`config.mk`:
```
export PLATFORM = sky130hd
export DESIGN_NAME = ahb_apb_bridge_top
export DESIGN_NICKNAME = d
export VERILOG_FILES = /design/src/rtl/ahb_apb_bridge_top.sv
export SDC_FILE = /design/constraint.sdc
export NUM_CORES = 1
export LEC_CHECK = 0
export CORE_AREA = 2 2 123 125
export DETAILED_ROUTE_END_ITERATION = 6
export DIE_AREA = 0 0 125 127
export PLACE_DENSITY = 0.79
export SYNTH_ARGS = -nofsm -noshare
export SYNTH_HDL_FRONTEND = slang
export SYNTH_SLANG_ARGS = --single-unit
```
`constraint.sdc`:
```
create_clock -name Hclk -period 7.5 [get_ports Hclk]
set_clock_uncertainty 0.2 [all_clocks]
set_input_delay 1.5 -clock Hclk [delete_from_list [all_inputs] [get_ports Hclk]]
set_output_delay 1.5 -clock Hclk [all_outputs]
set_load 0.02 [all_outputs]
```
`src/rtl/ahb_apb_bridge_top.sv`:
```
// AHB-Lite to APB bridge: pipelines AHB address/data and converts each beat
// into an APB SETUP/ACCESS pair for three fixed-address slaves.
module ahb_apb_bridge_top (
    input  logic        Hclk,
    input  logic        Hresetn,
    input  logic        Hwrite,
    input  logic        Hreadyin,
    input  logic [1:0]  Htrans,
    input  logic [31:0] Haddr,
    input  logic [31:0] HWdata,
    input  logic [31:0] PRdata,
    output logic        Penable,
    output logic        Pwrite,
    output logic [2:0]  Pselx,
    output logic [31:0] Paddr,
    output logic [31:0] PWdata,
    output logic        Hreadyout,
    output logic [1:0]  Hresp,
    output logic [31:0] HRdata
);

    typedef enum logic [2:0] {
        ST_IDLE, ST_WWAIT, ST_READ, ST_WRITE,
        ST_WRITEP, ST_RENABLE, ST_WENABLE, ST_WENABLEP
    } state_t;

    localparam logic [1:0] TR_NONSEQ = 2'b10;
    localparam logic [1:0] TR_SEQ    = 2'b11;

    // 64 MB windows starting at 0x8000_0000
    function automatic logic [2:0] decode(input logic [31:0] a);
        case (a[31:26])
            6'b100000: decode = 3'b001;
            6'b100001: decode = 3'b010;
            6'b100010: decode = 3'b100;
            default:   decode = 3'b000;
        endcase
    endfunction

    state_t      state, next_state;
    logic [31:0] haddr1, haddr2, hwdata1;
    logic        hwritereg;
    logic [2:0]  tempselx;
    logic        valid;

    logic        penable_n, pwrite_n, hreadyout_n;
    logic [2:0]  pselx_n;
    logic [31:0] paddr_n, pwdata_n;

    assign tempselx = decode(Haddr);
    assign valid    = Hreadyin && (Htrans == TR_NONSEQ || Htrans == TR_SEQ) && (tempselx != 3'b000);
    assign Hresp    = 2'b00;
    assign HRdata   = PRdata;

    always_ff @(posedge Hclk or posedge Hresetn) begin
        if (Hresetn) begin
            haddr1    <= '0;
            haddr2    <= '0;
            hwdata1   <= '0;
            hwritereg <= 1'b0;
        end else begin
            haddr1    <= Haddr;
            haddr2    <= haddr1;
            hwdata1   <= HWdata;
            hwritereg <= Hwrite;
        end
    end

    // State and registered APB/AHB outputs
    always_ff @(posedge Hclk or posedge Hresetn) begin
        if (Hresetn) begin
            state     <= ST_IDLE;
            Penable   <= 1'b0;
            Pwrite    <= 1'b0;
            Pselx     <= 3'b000;
            Paddr     <= '0;
            PWdata    <= '0;
            Hreadyout <= 1'b1;
        end else begin
            state     <= next_state;
            Penable   <= penable_n;
            Pwrite    <= pwrite_n;
            Pselx     <= pselx_n;
            Paddr     <= paddr_n;
            PWdata    <= pwdata_n;
            Hreadyout <= hreadyout_n;
        end
    end

    always_comb begin
        next_state = state;
        case (state)
            ST_IDLE:     if (valid) next_state = Hwrite ? ST_WWAIT : ST_READ;
            ST_WWAIT:    next_state = valid ? ST_WRITEP : ST_WRITE;
            ST_READ:     next_state = ST_RENABLE;
            ST_WRITE:    next_state = valid ? ST_WENABLEP : ST_WENABLE;
            ST_WRITEP:   next_state = ST_WENABLEP;
            ST_RENABLE,
            ST_WENABLE:  next_state = !valid ? ST_IDLE : (Hwrite ? ST_WWAIT : ST_READ);
            ST_WENABLEP: next_state = !hwritereg ? ST_READ : (valid ? ST_WRITEP : ST_WRITE);
            default:     next_state = ST_IDLE;
        endcase
    end

    // Output values loaded on the edge that enters next_state
    always_comb begin
        penable_n   = Penable;
        pwrite_n    = Pwrite;
        pselx_n     = Pselx;
        paddr_n     = Paddr;
        pwdata_n    = PWdata;
        hreadyout_n = Hreadyout;
        case (next_state)
            ST_READ: begin
                pselx_n = tempselx; paddr_n = Haddr; pwrite_n = 1'b0;
                penable_n = 1'b0; hreadyout_n = 1'b0;
            end
            ST_RENABLE, ST_WENABLE: begin
                penable_n = 1'b1; hreadyout_n = 1'b1;
            end
            ST_WRITE: begin
                pselx_n = decode(haddr1); paddr_n = haddr1; pwdata_n = HWdata;
                pwrite_n = 1'b1; penable_n = 1'b0; hreadyout_n = 1'b1;
            end
            ST_WRITEP: begin
                pselx_n = decode(haddr2); paddr_n = haddr2; pwdata_n = hwdata1;
                pwrite_n = 1'b1; penable_n = 1'b0; hreadyout_n = 1'b0;
            end
            ST_WENABLEP: begin
                penable_n = 1'b1; hreadyout_n = 1'b0;
            end
            ST_IDLE, ST_WWAIT: begin
                pselx_n = 3'b000; penable_n = 1'b0; hreadyout_n = 1'b1;
            end
            default: ;
        endcase
    end

endmodule

```
Word level (Yosys, flattened, before mapping)
Cells that the tools add are included.
Operators by class
  add/subtract/negate cells: 0
  multiply operators: 0
  div/mod/pow operators: 0
  magnitude comparators: 0
  equal/unequal tests: 25
  shift operators: 0
  muxes and demuxes: 16
  bitwise gates (word level): 0
  reduce and logical (&&, ||, !) cells: 17
Operator list (number)
  $pmux W32 S3: 1
  $pmux W32 S2: 1
  $eq A6 B6 Y1 const B: 9
  $pmux W3 S3: 3
  $eq A3 B3 Y1 const B: 8
  $pmux W3 S7: 1
  $eq A3 B2 Y1 const B: 4
  $pmux W3 S4: 1
  $reduce_or A5 Y1: 2
  $mux W3: 3
  $eq A3 B1 Y1 const B: 2
  $logic_not A3 Y1: 2
  $pmux W1 S2: 3
  $reduce_bool A3 Y1: 2
  $reduce_or A2 Y1: 3
  $reduce_or A3 Y1: 2
  $eq A2 B2 Y1 const B: 2
  $mux W2: 2
  $reduce_bool A2 Y1: 2
  $reduce_bool A4 Y1: 1
  $logic_and A1 B1 Y1: 2
  $logic_or A1 B1 Y1: 1
  $mux W1: 1
Storage, ports and cells
  bits in registers: 170
  latch bits: 0
  bits in writable memories: 0
  ROM bits: 0
  input port bits: 102
  output and inout port bits: 104
  memories: 0

Depth between registers and ports, before layout
  depth in word-level cells: 10
  depth in mapped cells: 7
  depth with buffers taken out: 6

Worst setup path after synthesis
Ideal clock, no wire load.
  kind: in2out
  start: input PRdata[0]
  end: output HRdata[0]
  arrival: 1634 ps
  required time: 5800 ps
  slack: 4166 ps
  stages: 1
  buffers on the path: 1
  cell sequence: buf_4
RTL lines
  start: declaration: line 11  | input logic [31:0] PRdata,
  end: declaration: line 19  | output logic [31:0] HRdata
No word-level cell between the ends.

Final worst setup path
  start: input Haddr[29]
  end: register Pselx[0]
Between the ends
  longest elaborated chain between the ends: 10
RTL lines
  start: declaration: line 9  | input logic [31:0] Haddr,
  $eq A6 B6 Y1: line 32  | case (a[31:26])
  $pmux W3 S3 (*): line 32
  $reduce_bool A3 Y1: line 51  | assign valid = Hreadyin && (Htrans == TR_NONSEQ || Htrans == TR_SEQ) && (tempselx != 3'b000);
  $logic_and A1 B1 Y1: line 51
  $mux W3: line 94, 100
  $mux W3: line 100  | ST_WENABLEP: next_state = !hwritereg ? ST_READ : (valid ? ST_WRITEP : ST_WRITE);
  $pmux W3 S7: line 92  | case (state)
  $eq A3 B1 Y1 / $logic_not A3 Y1 (equally long branches): line 113  | case (next_state)
  $reduce_or A2 Y1: line 113
  $pmux W3 S4 / $reduce_bool A4 Y1 (equally long branches)
  end signal: assignment: line 83  | Pselx <= pselx_n;
  end: declaration: line 14  | output logic [2:0] Pselx,
Every way passes the cells marked *; elsewhere a longest branch is shown, timed or not.
A chain may end at the register's enable or synchronous reset.

==> flow_summary.html <==
<table>
<tr><th>Metric</th><th>Value</th></tr>
<tr><th colspan="2">Global route</th></tr>
<tr><td>Via count of the first global-routing pass</td><td>4,959</td></tr>
<tr><td>Global-route wire length before repair</td><td>24.8 mm</td></tr>
<tr><td>Remaining Overflow, GRT</td><td>0</td></tr>
<tr><td>Antenna violations before repair</td><td>0</td></tr>
<tr><td>Maximum number of pins on one net before global-route repair</td><td>105</td></tr>
<tr><td>GRT Util Overall</td><td>19.9%</td></tr>
<tr><th colspan="2">Critical path</th></tr>
<tr><td>Critical Path, Cell by Cell</td><td>clkdlybuf4s50_1, nor4b_4, and4_2, buf_4, nand3b_1, a2111oi_0, or3_1</td></tr>
<tr><td>Required time at the worst-slack endpoint</td><td>7660 ps</td></tr>
<tr><td>Maximum fanout along the worst path</td><td>38</td></tr>
<tr><td>Critical path arrival</td><td>4540 ps</td></tr>
<tr><td>Slowest-stage cell, CP</td><td>sky130_fd_sc_hd__and4_2</td></tr>
<tr><td>Critical Path Sink Type</td><td>flop</td></tr>
<tr><td>Kind of launch point of the worst setup path</td><td>input port</td></tr>
<tr><td>Sum of buffers and inverters on the critical path</td><td>2</td></tr>
<tr><td>Worst setup path category</td><td>input port to flop</td></tr>
<tr><td>Worst path top cell family by delay</td><td>simple AND/OR/NAND/NOR gates</td></tr>
<tr><td>Timing startpoint of the critical path</td><td>Haddr[29]</td></tr>
<tr><td>Delay of the slowest cell on the worst path</td><td>770 ps</td></tr>
<tr><td>Source of the worst register-to-register timing path</td><td>state[1]</td></tr>
<tr><th colspan="2">Timing</th></tr>
<tr><td>Count of final max-slew check failures</td><td>0</td></tr>
<tr><td>Unrepaired setup endpoints after global routing</td><td>no</td></tr>
<tr><td>Transition time of the tightest slew-check pin</td><td>1140 ps</td></tr>
<tr><td>Worst-case headroom to the max-slew limit</td><td>24.3%</td></tr>
<tr><td>Number of hold violations in the final report</td><td>0</td></tr>
<tr><td>Setup TNS after final layout</td><td>0 ps</td></tr>
<tr><td>Time the final worst path needs with I/O delays and setup</td><td>4380 ps</td></tr>
<tr><td>Final critical-path share of the clock period</td><td>58.5%</td></tr>
<tr><td>Highest attainable clock frequency</td><td>0.228 GHz</td></tr>
<tr><td>Final setup violating endpoints</td><td>0</td></tr>
<tr><td>Setup ws final</td><td>3120 ps</td></tr>
<tr><th colspan="2">Logic synthesis</th></tr>
<tr><td>FFs w/ async S/R, synth</td><td>100%</td></tr>
<tr><td>Post-synthesis cell count</td><td>587</td></tr>
<tr><td>Warning count from the yosys run</td><td>0</td></tr>
<tr><td>Synth Register Bits</td><td>170</td></tr>
<tr><td>Portion of the post-synthesis area used by sequential elements</td><td>63.5%</td></tr>
<tr><td>Distinct cell type count after synthesis</td><td>39</td></tr>
<tr><td>Number of flops mapped to enable cells by yosys</td><td>0</td></tr>
<tr><td>Synthesized area divided by synthesized cell count</td><td>11.4 sq um</td></tr>
<tr><td>Cell area after synthesis</td><td>6700 sq um</td></tr>
<tr><td>Flip-flop cell with the highest count after synthesis</td><td>sky130_fd_sc_hd__dfrtp_1</td></tr>
<tr><th colspan="2">Power</th></tr>
<tr><td>Clock network fraction of total power</td><td>24.5%</td></tr>
<tr><td>Final Total Pwr</td><td>3.51 mW</td></tr>
<tr><td>Internal power</td><td>2.35 mW</td></tr>
<tr><td>Proportion of power drawn by flip-flops and latches</td><td>36.5%</td></tr>
<tr><td>Power density normalized to cell area</td><td>413 nW/um^2</td></tr>
<tr><td>Worst vdd ir</td><td>244 uV</td></tr>
<tr><td>Switching power share of the total</td><td>33.1%</td></tr>
<tr><td>Share of power burned in combinational logic</td><td>39.0%</td></tr>
<tr><td>NetSw</td><td>1.16 mW</td></tr>
<tr><td>Leakage power summed over all cells</td><td>3.66 nW</td></tr>
<tr><th colspan="2">Detailed routing</th></tr>
<tr><td>Initial DRC Count</td><td>259</td></tr>
<tr><td>Residual antenna-violating net count after detailed routing</td><td>0</td></tr>
<tr><td>Vias after detailed routing</td><td>4,593</td></tr>
<tr><td>Aggregate routed wire length</td><td>15.1 mm</td></tr>
<tr><td>First-pass detailed-route iteration total</td><td>4</td></tr>
<tr><td>Post-detailed-route wirelength per cell</td><td>17.2 um</td></tr>
<tr><td>Vias per cell</td><td>5.23</td></tr>
<tr><td># DRC</td><td>0</td></tr>
<tr><th colspan="2">Placed design</th></tr>
<tr><td>Post-DP HPWL</td><td>9.76 mm</td></tr>
<tr><td>Pre-CTS setup slack</td><td>2680 ps</td></tr>
<tr><td>GP Congestion</td><td>0.779</td></tr>
<tr><td>Placement Cell Area</td><td>7920 sq um</td></tr>
<tr><td>Port Buffer Count</td><td>138</td></tr>
<tr><th colspan="2">Worst hold path</th></tr>
<tr><td>Start point of the worst hold path</td><td>haddr1[8]</td></tr>
<tr><td>Class of the tightest hold or removal check</td><td>flop to flop</td></tr>
<tr><th colspan="2">Floorplan</th></tr>
<tr><td>Top Ports</td><td>206</td></tr>
<tr><td>Core footprint</td><td>14,400 sq um</td></tr>
<tr><td>Die Area</td><td>15,900 sq um</td></tr>
<tr><td>Starting density of the core</td><td>46.5%</td></tr>
<tr><td>Die Y</td><td>127 um</td></tr>
<tr><td>Die W</td><td>125 um</td></tr>
<tr><td>Placement Rows</td><td>44</td></tr>
<tr><th colspan="2">Clock network</th></tr>
<tr><td>CTS root buffer</td><td>sky130_fd_sc_hd__clkbuf_16</td></tr>
<tr><td>Quantity of hold-fixing buffers added after cts</td><td>0</td></tr>
<tr><td>Total number of H-tree levels</td><td>4</td></tr>
<tr><td>TritonCTS clock tree</td><td>yes</td></tr>
<tr><td>Post-cts gate resize count</td><td>0</td></tr>
<tr><td>Clk pin slew, worst setup/hold paths</td><td>60 ps</td></tr>
<tr><td>Post-CTS setup buffer count</td><td>0</td></tr>
<tr><td>Number of buffers created by CTS</td><td>17</td></tr>
<tr><td>Clock latency at the later pin of the worst-skew pair</td><td>420 ps</td></tr>
<tr><td>Bufs on Longest Clock Path</td><td>2</td></tr>
<tr><td># clock sinks</td><td>170</td></tr>
<tr><th colspan="2">Layout</th></tr>
<tr><td>Final design instance area without fill</td><td>8500 sq um</td></tr>
<tr><td>Filler instances</td><td>1,152</td></tr>
<tr><td>Total inserted antenna cells</td><td>0</td></tr>
<tr><td>Area taken by flip-flops and latches</td><td>4260 sq um</td></tr>
<tr><td>Synthesis-to-layout area growth</td><td>26.8%</td></tr>
<tr><td>Final net count</td><td>784</td></tr>
<tr><td>Multi-input combinational cell area</td><td>1990 sq um</td></tr>
<tr><td>Fraction of final layout cells with drive strength greater than 1</td><td>10.4%</td></tr>
<tr><th colspan="2">Run</th></tr>
<tr><td>Max-cap violation count</td><td>0</td></tr>
<tr><th colspan="2">Outcome</th></tr>
<tr><td>Status</td><td>complete, no violations</td></tr>
</table>
## power groups by stage
stage / registers [mW] / clock network (mW) / logic (mW)
floorplan: 1.48 / 0 / 0.697
global placement: 1.28 / 0 / 1.34
detailed placement: 1.29 / 0 / 1.38
CTS: 1.28 / 0.883 / 1.38
global route: 1.31 / 0.926 / 1.47
finish: 1.28 / 0.860 / 1.37
## final timing paths
kind / slack (ps) / endpoint / cells past startpoint
setup / recovery: 3120 / Pselx[0] / 7
hold / removal: 170 / haddr2[8] / 0
setup reg to reg: 4440 / Paddr[21] / 5
hold reg to reg: 170 / haddr2[8] / 0
max in group asynchronous: 4250 / hwdata1[5] / 3
min in group asynchronous: 1430 / hwdata1[2] / 2
## cell usage after synthesis (2+ instances only)
| cell | number | area share (%) |
|---|---|---|
| sky130_fd_sc_hd__mux2_2 | 2 | 0.34 |
| sky130_fd_sc_hd__buf_12 | 3 | 0.90 |
| sky130_fd_sc_hd__nand3b_1 | 3 | 0.34 |
| sky130_fd_sc_hd__o21ai_1 | 3 | 0.22 |
| sky130_fd_sc_hd__nor2_1 | 68 | 3.8 |
| sky130_fd_sc_hd__nor4b_1 | 3 | 0.39 |
| sky130_fd_sc_hd__mux2_4 | 30 | 6.7 |
| sky130_fd_sc_hd__nor2b_1 | 2 | 0.19 |
| sky130_fd_sc_hd__buf_4 | 34 | 3.8 |
| sky130_fd_sc_hd__nand3_1 | 2 | 0.15 |
| sky130_fd_sc_hd__clkbuf_1 | 11 | 0.62 |
| sky130_fd_sc_hd__inv_1 | 5 | 0.28 |
| sky130_fd_sc_hd__nand2_1 | 136 | 7.6 |
| sky130_fd_sc_hd__a21oi_1 | 4 | 0.30 |
| sky130_fd_sc_hd__a31oi_1 | 65 | 6.1 |
| sky130_fd_sc_hd__o21ai_0 | 5 | 0.37 |
| sky130_fd_sc_hd__nand2b_1 | 3 | 0.28 |
| sky130_fd_sc_hd__a211o_1 | 2 | 0.26 |
| sky130_fd_sc_hd__buf_2 | 18 | 1.3 |
| sky130_fd_sc_hd__dfrtp_1 | 169 | 63 |
## layout by cell type (no fill, tap or decap), types with 2 or more instances in the layout
master,count
sky130_fd_sc_hd__bufinv_16,2
sky130_fd_sc_hd__nor2_1,68
sky130_fd_sc_hd__a31oi_1,65
sky130_fd_sc_hd__o21ai_0,5
sky130_fd_sc_hd__mux2_4,30
sky130_fd_sc_hd__nor2b_1,2
sky130_fd_sc_hd__clkinv_4,2
sky130_fd_sc_hd__clkinv_2,2
sky130_fd_sc_hd__a211o_1,2
sky130_fd_sc_hd__mux2_2,2
sky130_fd_sc_hd__clkbuf_1,4
sky130_fd_sc_hd__o21ai_1,3
sky130_fd_sc_hd__buf_4,5
sky130_fd_sc_hd__clkdlybuf4s50_1,138
sky130_fd_sc_hd__nand3b_1,3
sky130_fd_sc_hd__nand3_1,2
sky130_fd_sc_hd__nor4b_1,3
sky130_fd_sc_hd__clkbuf_8,4
sky130_fd_sc_hd__nand2b_1,3
sky130_fd_sc_hd__conb_1,2
sky130_fd_sc_hd__inv_1,4
sky130_fd_sc_hd__a21oi_1,4
sky130_fd_sc_hd__nand2_1,136
sky130_fd_sc_hd__dfrtp_1,169
sky130_fd_sc_hd__clkbuf_16,17
## sequential cells by signal, indices dropped and copies added (netlist names)
name,cells
Hreadyout,1
Paddr,32
Pwrite,1
hwdata1,32
Penable,1
hwritereg,1
haddr2,32
state,3
haddr1,32
Pselx,3
PWdata,32
## cells by family (layout without fill, tap and decap cells)
family / after synthesis / after routing / synth area share (%)
AND/OR/NAND/NOR: 224 / 224 / 13.8
multiplexers: 32 / 32 / 7.06
AO/OA/AOI/OAI: 87 / 87 / 8.38
flip-flops: 170 / 170 / 63.5
other: 1 / 2 / 0.0560
buffers and inverters: 73 / 179 / 7.17
## layout make-up
type,count,area share (%)
Sequential cell,170,50.1
Multi-Input combinational cell,345,23.4
Timing Repair Buffer,143,16.7
Clock buffer,25,5.83
Tap cell,184,2.71
Clock inverter,6,1.03
Inverter,5,0.280
## metrics by stage
stage / util [%] / hold slack (ps) / instances
3_5_place_dp: 54.9 / 161 / 847
2_1_floorplan: - / 154 / 588
4_1_cts: 58.9 / 174 / 878
5_1_grt: 58.9 / 184 / 878
6_report: 58.9 / 170 / 878
3_3_place_gp: 54.9 / 158 / 847
## layer usage
layer / vias to the layer above / global-route usage [%] / routed length (um)
met4: 0 / 6.86 / 201
met3: 31 / 8.50 / 1330
li1: 2118 / - / -
met2: 169 / 33.0 / 7610
met5: - / 0 / 0
met1: 2275 / 23.4 / 5950
(Power assumes the default switching activity.)
